File: config.mk
export PLATFORM = sky130hd
export DESIGN_NAME = bcd_timer_ctrl
export DESIGN_NICKNAME = d
export VERILOG_FILES = /design/src/rtl/bcd_timer_pkg.sv /design/src/rtl/bcd_timer_ctrl_digit.sv /design/src/rtl/bcd_timer_ctrl.sv
export SDC_FILE = /design/constraint.sdc
export NUM_CORES = 1
export LEC_CHECK = 0
export CORE_ASPECT_RATIO = 1.4
export CORE_MARGIN = 2
export CORE_UTILIZATION = 45
export CTS_CLUSTER_DIAMETER = 150
export DETAILED_ROUTE_END_ITERATION = 8
export PLACE_DENSITY = 0.73
export SYNTH_ARGS = -nofsm -noshare
export SYNTH_HDL_FRONTEND = slang
export SYNTH_SLANG_ARGS = --single-unit
File: constraint.sdc
create_clock -name CLK -period 6.4 [get_ports CLK]
set_input_delay 1.92 -clock CLK [delete_from_list [all_inputs] [get_ports CLK]]
set_output_delay 1.92 -clock CLK [all_outputs]
set_load 0.03 [all_outputs]
File: src/rtl/bcd_timer_pkg.sv
// ---------------------------------------------------------------------------
// bcd_timer_pkg : shared encodings and helpers for the BCD timer controller
// Revision 1.0
// ---------------------------------------------------------------------------
`default_nettype none

package bcd_timer_pkg;

  localparam int NIB_W = 4;
  localparam logic [NIB_W-1:0] BCD_MAX = 4'd9;

  typedef enum logic [1:0] {
    ST_IDLE  = 2'b00,
    ST_RUN   = 2'b01,
    ST_PAUSE = 2'b10,
    ST_DONE  = 2'b11
  } timer_state_e;

  function automatic logic nib_is_bcd(input logic [NIB_W-1:0] n);
    return (n <= BCD_MAX);
  endfunction

endpackage

`default_nettype wire

File: src/rtl/bcd_timer_ctrl_digit.sv
// ---------------------------------------------------------------------------
// bcd_digit : one decade counter digit with load, increment and carry-out
// Revision 1.0
// ---------------------------------------------------------------------------
`default_nettype none

module bcd_digit
  import bcd_timer_pkg::*;
(
  input  logic             clk,
  input  logic             rst_n,
  input  logic             load_i,
  input  logic [NIB_W-1:0] load_val_i,
  input  logic             inc_i,
  output logic [NIB_W-1:0] q_o,
  output logic [NIB_W-1:0] nxt_o,
  output logic             carry_o
);

  logic [NIB_W-1:0] digit_q;
  logic [NIB_W-1:0] digit_d;
  logic [NIB_W-1:0] inc_val;

  always_comb begin
    inc_val = (digit_q == BCD_MAX) ? '0 : digit_q + 4'd1;
    nxt_o   = inc_i ? inc_val : digit_q;
    digit_d = load_i ? load_val_i : nxt_o;
  end

  always_ff @(posedge clk or negedge rst_n) begin
    if (!rst_n) begin
      digit_q <= '0;
    end else begin
      digit_q <= digit_d;
    end
  end

  assign q_o     = digit_q;
  assign carry_o = inc_i && (digit_q == BCD_MAX);

endmodule

`default_nettype wire

File: src/rtl/bcd_timer_ctrl.sv
// ---------------------------------------------------------------------------
// bcd_timer_ctrl : run/pause/terminal-count control over a BCD digit chain
// Revision 1.0
// ---------------------------------------------------------------------------
`default_nettype none

module bcd_timer_ctrl
  import bcd_timer_pkg::*;
#(
  parameter int DIGITS   = 2,
  parameter int PRESCALE = 4
) (
  input  logic                  CLK,
  input  logic                  Clear_b,
  input  logic                  Start,
  input  logic                  Stop,
  input  logic                  Preset_load,
  input  logic [4*DIGITS-1:0]   Preset,
  input  logic [4*DIGITS-1:0]   Limit,
  output logic [4*DIGITS-1:0]   Count_value,
  output logic [1:0]            State,
  output logic                  Busy,
  output logic                  Done,
  output logic                  Wrap,
  output logic                  Load_err
);

  localparam int PW = (PRESCALE > 1) ? $clog2(PRESCALE) : 1;
  localparam logic [PW-1:0] PRE_LAST = PW'(PRESCALE - 1);

  timer_state_e         state_q;
  logic [PW-1:0]        pre_q;
  logic                 busy_q;
  logic                 done_q;
  logic                 wrap_q;
  logic                 lerr_q;

  logic                 preset_ok;
  logic                 tick;
  logic                 load_en;
  logic                 hit;
  logic [DIGITS:0]      carry;
  logic [4*DIGITS-1:0]  nxt_value;

  always_comb begin
    preset_ok = 1'b1;
    for (int i = 0; i < DIGITS; i++) begin
      if (!nib_is_bcd(Preset[i*NIB_W +: NIB_W])) preset_ok = 1'b0;
    end
  end

  assign tick     = (state_q == ST_RUN) && (pre_q == PRE_LAST);
  assign load_en  = Preset_load && preset_ok &&
                    ((state_q == ST_IDLE) || (state_q == ST_DONE));
  assign carry[0] = tick;
  // nxt_value only ever holds valid BCD, so a Limit with a nibble >9 never matches
  assign hit      = tick && (nxt_value == Limit);

  generate
    for (genvar g = 0; g < DIGITS; g++) begin : g_digit
      bcd_digit u_digit (
        .clk        (CLK),
        .rst_n      (Clear_b),
        .load_i     (load_en),
        .load_val_i (Preset[g*NIB_W +: NIB_W]),
        .inc_i      (carry[g]),
        .q_o        (Count_value[g*NIB_W +: NIB_W]),
        .nxt_o      (nxt_value[g*NIB_W +: NIB_W]),
        .carry_o    (carry[g+1])
      );
    end
  endgenerate

  // The prescaler advances on every edge spent in RUN, including the edge that samples Stop.
  always_ff @(posedge CLK or negedge Clear_b) begin
    if (!Clear_b) begin
      state_q <= ST_IDLE;
      pre_q   <= '0;
      busy_q  <= 1'b0;
      done_q  <= 1'b0;
      wrap_q  <= 1'b0;
      lerr_q  <= 1'b0;
    end else begin
      done_q <= 1'b0;
      wrap_q <= carry[DIGITS];
      case (state_q)
        ST_IDLE: begin
          if (Preset_load) lerr_q <= !preset_ok;
          if (Start && !Stop) begin
            state_q <= ST_RUN;
            pre_q   <= '0;
            busy_q  <= 1'b1;
          end
        end
        ST_RUN: begin
          pre_q <= tick ? '0 : pre_q + PW'(1);
          // A terminal match completes the count even if Stop arrives on the same edge
          if (hit) begin
            state_q <= ST_DONE;
            done_q  <= 1'b1;
            busy_q  <= 1'b0;
          end else if (Stop) begin
            state_q <= ST_PAUSE;
          end
        end
        ST_PAUSE: begin
          if (Stop) begin
            state_q <= ST_IDLE;
            busy_q  <= 1'b0;
          end else if (Start) begin
            state_q <= ST_RUN;
          end
        end
        ST_DONE: begin
          if (Preset_load) begin
            lerr_q  <= !preset_ok;
            state_q <= ST_IDLE;
          end
          if (Stop) state_q <= ST_IDLE;
        end
        default: state_q <= ST_IDLE;
      endcase
    end
  end

  assign State    = state_q;
  assign Busy     = busy_q;
  assign Done     = done_q;
  assign Wrap     = wrap_q;
  assign Load_err = lerr_q;

endmodule

`default_nettype wire

==> summary.txt <==
Outcome
  – Run status: completed

Pwr
  – Pwr dens: 443 nW/µm²
  – Switching part of the total power: 47.2%
  – Switch Pwr: 0.000347 W
  – Sequential share of power: 27.0%
  – Leak Pwr: 0.725 nW
  – Total power: 0.000734 W
  – Logic pwr share: 63.5%
  – Internal: 0.000388 W
  – Peak supply drop: 0.247 mV
  – Clock Power Share: 9.5%

STA
  – TNS Setup: 0 ns
  – Max-slew headroom: 34.7%
  – RSZ-0062 raised after global routing: no
  – Tightest Pin Transition: 0.969 ns
  – Final-report hold violation count: 0
  – Final setup vio count: 0
  – Fin. max-slew vios: 0
  – Final min period: 3.64 ns
  – Fmax: 275 MHz
  – Final clock skew: 0.00135 ns
  – Final worst-path cycle share: 56.9%

Global route
  – Initial antenna violation count: 0
  – Gr ovfl total: 0
  – First-pass GRT wire length: 5.07 mm
  – Vias in the first global route: 1255
  – Total Routing Usage GR: 20.0%
  – Pin count of the biggest net entering global routing: 17

Clock network
  – Post-CTS Resized: 0
  – CTS max path bufs: 2
  – Setup Buffers After CTS: 0
  – H-tree Lvls: 1
  – Clock tree root buffer cell: clkbuf_4
  – Clock-pin slew on the worst setup and hold paths: 0.10 ns
  – Num CTS Buffers: 3
  – Hold_buf cts: 0
  – Clk Latency, worst-skew pair: 0.29 ns
  – # clock sinks: 16
  – CTS tree: done

Drt
  – Vias per cell: 5.68
  – DRT met1 WL: 1.23 mm
  – Post-route ant nets: 0
  – Drt first pass iters: 4
  – DRC: 0
  – Top layer used by detailed routing: met4
  – WL/cell: 14.3 µm
  – Met2 routed WL: 1.60 mm
  – Via count: 1198
  – WL final: 3.03 mm
  – Met3 WL: 165 µm
  – Initial DRC Count: 42

Yosys
  – Distinct cells, synth: 52
  – Cell taking the most area after synthesis: dfrtp_1
  – Syn nets: 173
  – Syn Area/Cell: 9.00 µm²
  – Top cells by area, synth: dfrtp_1 (32%), ha_1 (11%), a21oi_1 (3.9%)
  – Ys Warns: 0
  – Most used DFF post-synth: dfrtp_1
  – Synth top area share: 31.6%
  – Yosys reg bits: 16
  – Async set or reset register ratio after synthesis: 100%
  – Post-synth EDFFs: 0
  – Sequential share of the synthesized area: 31.6%
  – Synth Cell Area: 1270 µm²
  – Gate count of the mapped netlist: 141

Critical path
  – Critical path peak fanout: 9
  – Crit path DAT: 3.83 ns
  – Crit path kind: input pin to flop
  – Worst endpoint required time: 6.59 ns
  – Crit path largest cell delay: 0.75 ns
  – CP Capture Type: flop
  – CP startpoint kind: input pin
  – CP Cell Sequence: clkdlybuf4s50_1, nor2_1, o21ai_0, buf_4, mux2_2
  – Max stage delay cell, worst path: o21ai_0

Floorplan
  – Core Area: 2640 µm²
  – Die ar.: 3270 µm²
  – Chip width: 48.9 µm
  – Initial Util: 48.0%
  – Die H: 66.8 µm
  – Total I/O pin count: 35
  – Row cnt: 22

Finish
  – Layout cell share with drive strength beyond 1: 9.14%
  – Register area: 400 µm²
  – N_diodes: 0
  – Area Overhead vs Synth: 30.8%
  – Area taken by multi-input logic gates: 792 µm²
  – Post-route cell area: 1660 µm²
  – Fin cells: 211
  – FILL cells: 239
  – Nets: 208

Place
  – Port buffer count: 34
  – Detailed placement HPWL: 2.41 mm
  – Post-Place Cells: 207
  – GPL Wtd Cong: 0.834
  – Cell Area, Placed: 1620 µm²

Flow run
  – Total of max-cap violations: 0

Worst hold path
  – Hold WC Path Type: flop to flop
==> power groups by stage <==
| stage | sequential [W] | clock [W] | combinational (W) |
|---|---|---|---|
| floorplan | 0.000251 | 0 | 0.000276 |
| global placement | 0.000196 | 0 | 0.000459 |
| detailed placement | 0.000201 | 0 | 0.000465 |
| CTS | 0.000198 | 0.0000693 | 0.000468 |
| global route | 0.000207 | 0.0000755 | 0.000510 |
| finish | 0.000198 | 0.0000697 | 0.000466 |
==> metrics by stage <==
stage          worst slack (ns)  hold WS [ns]  utilization, %
3_5_place_dp               2.48         0.490            61.4
5_1_grt                    2.55         0.555            62.8
2_1_floorplan              3.28         0.470               -
4_1_cts                    2.78         0.512            62.8
3_3_place_gp               2.53         0.480            61.4
6_report                   2.76         0.508            62.8
==> state kept, by name, summed over array words and instances, names as in the netlist <==
name                 flops
Busy                     1
Done                     1
Load_err                 1
State                    2
Wrap                     1
g_digit.u_digit.q_o      8
pre_q                    2
==> placed cells by master (no fill, tap or decap), drive strengths merged, types with 4 or more instances in the layout <==
cell type	n
a21oi	11
clkbuf	4
o21ai	10
and3	4
nor2	10
a31oi	4
ha	11
clkdlybuf4s50	34
dfrtp	16
inv	10
nand2	9
==> kinds of logic after synthesis <==
group | after synthesis | share of synthesized area, %
simple gates | 51 | 24.6
compound gates | 43 | 23.3
buf+inv | 15 | 6.02
xor+xnor | 3 | 2.07
mux | 2 | 1.68
fa+ha+maj | 11 | 10.8
flops | 16 | 31.6
==> layer usage <==
layer	vias up	GRT usage, %
li1	584	-
met1	573	20.0
met2	37	39.7
met3	4	3.14
met4	0	9.64
met5	-	0
==> worst paths after layout <==
path / start / endpoint / slack, ns / cells after the start
worst max-delay path: Preset[1] / g_digit[1].u_digit.q_o[3] / 2.76 / 5
worst min-delay path: pre_q[1] / pre_q[1] / 0.51 / 1
worst max register to register: State[1] / Busy / 3.59 / 9
worst min register to register: pre_q[1] / pre_q[1] / 0.51 / 1
max in group asynchronous: Clear_b / State[0] / 3.88 / 1
min in group asynchronous: Clear_b / g_digit[0].u_digit.q_o[0] / 2.05 / 1
==> synthesized netlist by cell type (2+ instances only) <==
cell type	number
dfrtp_1	16
ha_1	11
a21oi_1	10
inv_1	10
nor2_1	10
o21ai_0	10
nand2_1	8
a31oi_1	4
and3_1	3
nor2b_1	3
or3_1	3
xnor2_1	3
a21o_1	2
a32o_1	2
and2_1	2
and3b_1	2
buf_6	2
nand2b_1	2
nor3_1	2
nor4_1	2
o211ai_1	2
o21a_1	2
==> critical path, delay by kind of cell <==
kind | cells | cell delay, ns
and+or+nand+nor | 1 | 0.06
AOI/OAI and AO/OA | 1 | 0.75
muxes | 1 | 0.34
buffers and inverters | 2 | 0.75
==> final cells by class <==
class | count | area share (%)
well taps | 36 | 2.71
flip-flops and latches | 16 | 24.1
clock buffers | 4 | 2.19
repair buffers | 35 | 21.0
multi-input cells | 110 | 47.7
inverters | 10 | 2.26
Note: power is estimated with default switching activity, not from simulation.
